## config.mk

```make
export PLATFORM = sky130hd
export DESIGN_NAME = led_flow_ctrl
export DESIGN_NICKNAME = d
export VERILOG_FILES = /design/src/rtl/led_flow_ctrl.sv
export SDC_FILE = /design/constraint.sdc
export NUM_CORES = 1
export LEC_CHECK = 0
export BUFFER_PORTS_ARGS = -buffer_cell sky130_fd_sc_hd__buf_2
export CORE_MARGIN = 8
export CORE_UTILIZATION = 25
export CTS_CLUSTER_SIZE = 14
export DETAILED_ROUTE_END_ITERATION = 8
export PLACE_DENSITY = 0.48
export SETUP_SLACK_MARGIN = 0.4
export SYNTH_ARGS = -nofsm -noshare
export SYNTH_HDL_FRONTEND = slang
export SYNTH_SLANG_ARGS = --single-unit
export TNS_END_PERCENT = 20
```

## constraint.sdc

```tcl
create_clock -name clk -period 1.5 [get_ports clk]
set_input_delay 0.075 -clock clk [delete_from_list [all_inputs] [get_ports clk]]
set_output_delay 0.075 -clock clk [all_outputs]
set_load 0.005 [all_outputs]
```

## src/rtl/led_flow_ctrl.sv

```systemverilog
// led_flow_ctrl: one-hot "flowing light" driver for an LED bank.
// The divider's slow output arrives on tick_in as an asynchronous level. It is
// synchronised into the clk domain, and each rising edge becomes a one-cycle step.
// Each step that is accepted advances the pattern according to mode.
// Optional feature macro: LED_FLOW_PINGPONG_EN. When it is defined, mode 11 is a
// ping-pong sweep. When it is not defined, mode 11 holds the pattern.
module led_flow_ctrl #(
    parameter int N_LED = 16,
    parameter int CNT_W = 8
) (
    input  logic             clk,
    input  logic             rst,
    input  logic             tick_in,
    input  logic             en,
    input  logic [1:0]       mode,
    output logic [N_LED-1:0] led,
    output logic [CNT_W-1:0] step_cnt,
    output logic             wrap
);

    localparam logic [1:0] MODE_HOLD  = 2'b00;
    localparam logic [1:0] MODE_LEFT  = 2'b01;
    localparam logic [1:0] MODE_RIGHT = 2'b10;
    localparam logic [1:0] MODE_PING  = 2'b11;

    localparam logic [N_LED-1:0] LED_INIT = N_LED'(1);

    // The two-flop synchroniser is s1/s2. s3 holds the previous synced level, used for edge detection.
    logic s1, s2, s3;
    logic step;
    logic mode_active;
    logic accept;

    logic [N_LED-1:0] led_nxt;
    logic             wrap_nxt;

`ifdef LED_FLOW_PINGPONG_EN
    typedef enum logic {
        DIR_LEFT  = 1'b0,
        DIR_RIGHT = 1'b1
    } dir_t;

    dir_t dir;
    dir_t dir_eff;
    dir_t dir_nxt;
`endif

    // Synchronise tick_in into clk. The chain keeps running while en=0, so a level that is already high never produces a step.
    always_ff @(posedge clk or posedge rst) begin
        if (rst) begin
            s1 <= 1'b0;
            s2 <= 1'b0;
            s3 <= 1'b0;
        end else begin
            s1 <= tick_in;
            s2 <= s1;
            s3 <= s2;
        end
    end

    assign step = s2 & ~s3;

    // Decide which modes move the pattern. Without ping-pong, mode 11 is a second hold.
    always_comb begin
`ifdef LED_FLOW_PINGPONG_EN
        mode_active = (mode != MODE_HOLD);
`else
        mode_active = (mode == MODE_LEFT) || (mode == MODE_RIGHT);
`endif
    end

    assign accept = step & en & mode_active;

    // Compute the next pattern position and the wrap flag for an accepted step.
    always_comb begin
        led_nxt  = led;
        wrap_nxt = 1'b0;
`ifdef LED_FLOW_PINGPONG_EN
        dir_nxt  = dir;
        dir_eff  = dir;
`endif
        if (accept) begin
            case (mode)
                MODE_LEFT: begin
                    led_nxt  = {led[N_LED-2:0], led[N_LED-1]};
                    wrap_nxt = led[N_LED-1];
                end
                MODE_RIGHT: begin
                    led_nxt  = {led[0], led[N_LED-1:1]};
                    wrap_nxt = led[0];
                end
`ifdef LED_FLOW_PINGPONG_EN
                MODE_PING: begin
                    // At an end, the sweep must turn inward whatever dir says.
                    if (led[0]) begin
                        dir_eff = DIR_LEFT;
                    end else if (led[N_LED-1]) begin
                        dir_eff = DIR_RIGHT;
                    end
                    if (dir_eff == DIR_LEFT) begin
                        led_nxt = {led[N_LED-2:0], 1'b0};
                        dir_nxt = led_nxt[N_LED-1] ? DIR_RIGHT : DIR_LEFT;
                    end else begin
                        led_nxt = {1'b0, led[N_LED-1:1]};
                        if (led_nxt[0]) begin
                            dir_nxt  = DIR_LEFT;
                            wrap_nxt = 1'b1;
                        end else begin
                            dir_nxt  = DIR_RIGHT;
                        end
                    end
                end
`endif
                default: begin
                end
            endcase
        end
    end

    // Register the pattern, the step count and the wrap pulse. An empty (illegal) pattern is reloaded before any step is taken.
    always_ff @(posedge clk or posedge rst) begin
        if (rst) begin
            led      <= LED_INIT;
            step_cnt <= '0;
            wrap     <= 1'b0;
        end else if (led == '0) begin
            led      <= LED_INIT;
            wrap     <= 1'b0;
        end else begin
            led      <= led_nxt;
            wrap     <= wrap_nxt;
            if (accept) begin
                step_cnt <= step_cnt + CNT_W'(1);
            end
        end
    end

`ifdef LED_FLOW_PINGPONG_EN
    // Sweep direction. It keeps its value outside mode 11 and while the pattern is being reloaded.
    always_ff @(posedge clk or posedge rst) begin
        if (rst) begin
            dir <= DIR_LEFT;
        end else if (led != '0) begin
            dir <= dir_nxt;
        end
    end
`endif

endmodule

```

# After elaboration in Yosys (flattened, before gate mapping)
# Cells that the tools add are included.
dict set report classes {
  add_sub_neg 1
  n_bitwise 5
  n_mux 6
  n_reduce_logical 6
  eq_ne 2
}
# op n
set op_table {}
lappend op_table {{two-way mux 16 bit} 2}
lappend op_table {{case mux 16 bit (2 select lines)} 1}
lappend op_table {{logical NOT 16 bit} 1}
lappend op_table {{adder 8 x 1 -> 8 bit (second input constant)} 1}
lappend op_table {{AND reduction 2 bit} 2}
lappend op_table {{bitwise AND 1 bit} 3}
lappend op_table {{nonzero test 3 bit} 1}
lappend op_table {{== test 2 x 1 -> 1 bit (second input constant)} 1}
lappend op_table {{== test 2 bit (second input constant)} 1}
lappend op_table {{two-way mux 1 bit} 2}
lappend op_table {{NOT 1 bit} 2}
lappend op_table {{case mux 1 bit (2 select lines)} 1}
lappend op_table {{nonzero test 2 bit} 1}
lappend op_table {{logical OR 1 bit} 1}
dict set report word_totals {
  reg_bits 28
}

# Longest topological paths before layout
dict set report depth {
  depth_word 6
  ltp_mapped 7
  mapped_depth_nobuf 6
}

# Worst setup path after synthesis
# OpenSTA, ideal clock, no wires.
dict set report synth_path {
  kind {flip-flop to flip-flop}
  startpoint {register led[2]}
  endpoint {register led[15]}
  slack_ns -0.112
  path_stages_with_launch 7
  required_time_ns 1.377
  arrival_ns 1.489
  period_less_slack_ns 1.612
  path_cell_list {dfrtp_1 -> nor4_2 -> nand4_2 -> and2_1 -> buf_6 -> buf_6 -> o2bb2ai_1}
}
dict set report synth_via {
  elab_chain_cells 3
}
# element line
set synth_rtl {}
lappend synth_rtl {{from (decl)} 16} ;# output logic [N_LED-1:0] led,
lappend synth_rtl {{from (signal assigned)} 130} ;# led <= led_nxt;
lappend synth_rtl {{logical NOT 16 bit *} 126} ;# end else if (led == '0) begin
lappend synth_rtl {{nonzero test 3 bit (no line) or nonzero test 2 bit (tied branches)} n/a}
lappend synth_rtl {{AND reduction 2 bit (no line)} n/a}
# Mark *: on every way between the ends. The rest lies on a longest branch, timed or not.
# A chain may end at the register's enable or synchronous reset.

# Final worst setup path
dict set report layout_path {
  startpoint {register led[14]}
  endpoint {register step_cnt[1]}
}
dict set report layout_via {
  elab_chain_cells 3
}
# element line
set layout_rtl {}
lappend layout_rtl {{logical NOT 16 bit} 126}
lappend layout_rtl {{NOT 1 bit (no line)} n/a}
lappend layout_rtl {{AND reduction 2 bit (no line)} n/a}
lappend layout_rtl {{to (signal assigned)} 133} ;# step_cnt <= step_cnt + CNT_W'(1);
lappend layout_rtl {{to (decl)} 17} ;# output logic [CNT_W-1:0] step_cnt,
# No other way between the ends.

==> flow_summary.yaml <==
worst_setup_path:
  cp-start-kind: "flip-flop"
  cp_slowest_cell: "dfrtp_1"
  timing.reg2reg.setup_slack_ps: -80
  endpoint_kind: "flip-flop"
  crit_path_cell_trace: "nor4_4 > buf_4 > a41o_4 > mux2_4"
  r2r_start: "led[14]"
  reg2reg_depth: 4
  critPathKind: "reg -> reg"
  arrival_ps: 1740
  critical_path_required_ps: 1660
  r2r_end: "step_cnt[1]"
  max_stage_delay_ps: 420
  crit_fanout: 6
placement:
  dpl_cell_area_sq_mm: 0.00180
  numPortBuffers: 30
  dp_hpwl_um: 2540
  gp_congestion: 0.750
  placed_cells: 231
drt:
  wl_per_cell_um: 15.2
  ant_nets: 0
  vias: 1110
  drtPass1Iterations: 3
  wl_um: 3650
  first_iter_violations: 23
  drcViolationCount: 0
  via_per_inst: 4.63
logic_synthesis:
  synth.area.top_cells: "dfrtp_1 50%, mux2i_1 11%, o2bb2ai_1 9.7%, xnor2_1 3.9%, ha_1 3.7%"
  synth_warnings: 0
  synth_commonest_cells: "27 x dfrtp_1, 15 x mux2i_1, 15 x o2bb2ai_1"
  seq_area_frac_synth_pct: 51.7
  yosysMostFrequentCell: "dfrtp_1"
  synth_top_area_share_pct: 49.7
  syn_area_sq_mm: 0.00136
  syn-num-nets: 115
  syn_area_per_cell_sq_um: 12.9
  async_flop_share_pct: 100
  synth_seq_cells: 28
  synth_cell_types: 27
  synthCells: 105
  synth_flop_cell: "dfrtp_1"
  synth_edf_count: 0
  synth_largest_area_cell: "dfrtp_1"
global_route:
  grt_usage_pct: 8.78
  antenna_found_initial: 0
  grt-ovfl-total: 0
  grt_first_pass_wirelength_um: 5950
  grt_max_degree: 29
  grt_pass1_vias: 1206
outcome:
  status: "complete, but fails checks"
  violations: "setup timing"
clock_tree:
  cts-root-buf: "clkbuf_8"
  insertion_delay_ps: 270
  cts_tree: "done"
  ctsHtreeMaxLevel: 1
  cts_made_buffers: 3
  clockBufferDepth: 2
  clkSlewWorstSetupHoldPaths_ps: 90
  cts_sinks: 28
floorplanning:
  die-area_sq_mm: 0.00805
  die_x_um: 89.7
  coreArea_sq_mm: 0.00537
  die_h_um: 89.7
  io-pin-count: 31
  num_rows: 27
  start_util_pct: 25.3
timing:
  tightestPinTransition_ps: 356
  hold_ws_ps: 270
  setup_viol: 21
  worst_clock_skew_ps: 2.19
  final.min_clock_period_ps: 1580
  hold_viol: 0
  rsz0062_at_grt: "yes"
  fin_crit_sh_pct: 105
  timing.final.ws_setup_ps: -77.1
  drv_slew: 0
  slew_headroom_pct: 75.9
  max_freq_mhz: 634
final_layout:
  fin_util_pct: 37.8
  fin_nets: 179
  stdcell_count: 240
  antennaDiodeCount: 0
  fin_area_sq_mm: 0.00203
  drive_gt1_share_pct: 49.4
  syn_to_final_growth_pct: 49.3
worst_hold_path:
  min-delay-start: "en"
  holdPathEnd: "step_cnt[2]"
  hp-class: "in -> reg"
  whs_path_depth: 4
job:
  cap_violations: 0
power_and_ir_drop:
  total_power_w: 0.00213
  ir_drop_uv: 439
  power.density_mw_per_mm2: 1050
  leakagePower_nw: 0.983
==> flip-flops by register name, indices dropped and copies added (netlist names) <==
name	cells
s3	1
wrap	1
s1	1
led	16
s2	1
step_cnt	8
==> cells by family (layout without fill, tap and decap cells) <==
logic type	after synthesis	after routing	share of synthesized area, %
flip-flops	28	28	51.7
AND/OR/NAND/NOR	21	22	12.0
AO/OA/AOI/OAI	19	19	12.2
multiplexers	16	16	11.9
buffers and inverters	10	72	4.14
XOR/XNOR	7	7	4.51
adder cells (fa/ha/maj)	4	4	3.68
==> stage by stage <==
stage,TNS (ps),worst slack (ps)
floorplan,-809,-83.4
global placement,-1460,-108
detailed placement,-1050,-105
CTS,-1170,-71.4
global route,-2330,-137
finish,-542,-77.1
==> worst max-delay path by stage <==
stage | start | end | slack (ps) | depth (start not counted)
2_1_floorplan | led[12] | led[15] | -80 | 6
3_3_place_gp | led[7] | step_cnt[1] | -110 | 4
3_5_place_dp | mode[0] | led[0] | -110 | 8
4_1_cts | led[14] | step_cnt[1] | -70 | 4
5_1_grt | led[14] | step_cnt[7] | -140 | 7
6_report | led[14] | step_cnt[1] | -80 | 4
==> metal layers <==
layer  up-vias  share of wire, %  global-route usage (%)
met5         -                 0                       0
met4         0              0.27                    1.27
met3         2               5.8                    3.24
met2        27                49                    15.1
met1       560                45                    10.3
li1        521                 -                       -
==> worst max-delay path, delay by kind of cell (launching register included) <==
family	cells	cell delay, ps
flops	1	420
mux	1	310
simple gates	1	300
compound gates	1	280
buf+inv	1	170
==> placed cells by master (no fill, tap or decap), types with 2 or more instances in the layout <==
master,instances
and2_4,2
and3_1,3
buf_2,29
buf_4,26
buf_6,4
clkbuf_8,3
dfrtp_1,27
dlygate4sd3_1,2
ha_1,4
inv_1,4
mux2i_1,15
nand3_1,5
nor4_4,3
o2bb2ai_1,11
o2bb2ai_2,4
xnor2_1,6
==> power breakdown <==
part | internal, W | switching [W] | total, W
registers | 0.000849 | 0.000103 | 0.000952
clock network | 0.000190 | 0.000224 | 0.000414
logic | 0.000399 | 0.000366 | 0.000765
==> area by class of cell <==
type	instances	area [sq um]
clock buffers	4	45.0
fillers	548	3340
inverters	4	15.0
multi-input cells	68	711
flip-flops and latches	28	702
well taps	72	90.1
repair buffers	64	465
==> timing repair <==
action,CTS,global route
gates resized for setup,13,7
setup buffers,0,1
setup endpoints to repair,26,27
endpoints found under the hold margin,28,0
pin swaps,4,4
hold buffers,2,0
gates cloned,1,1
No activity file was read; power rests on OpenSTA's default activity.
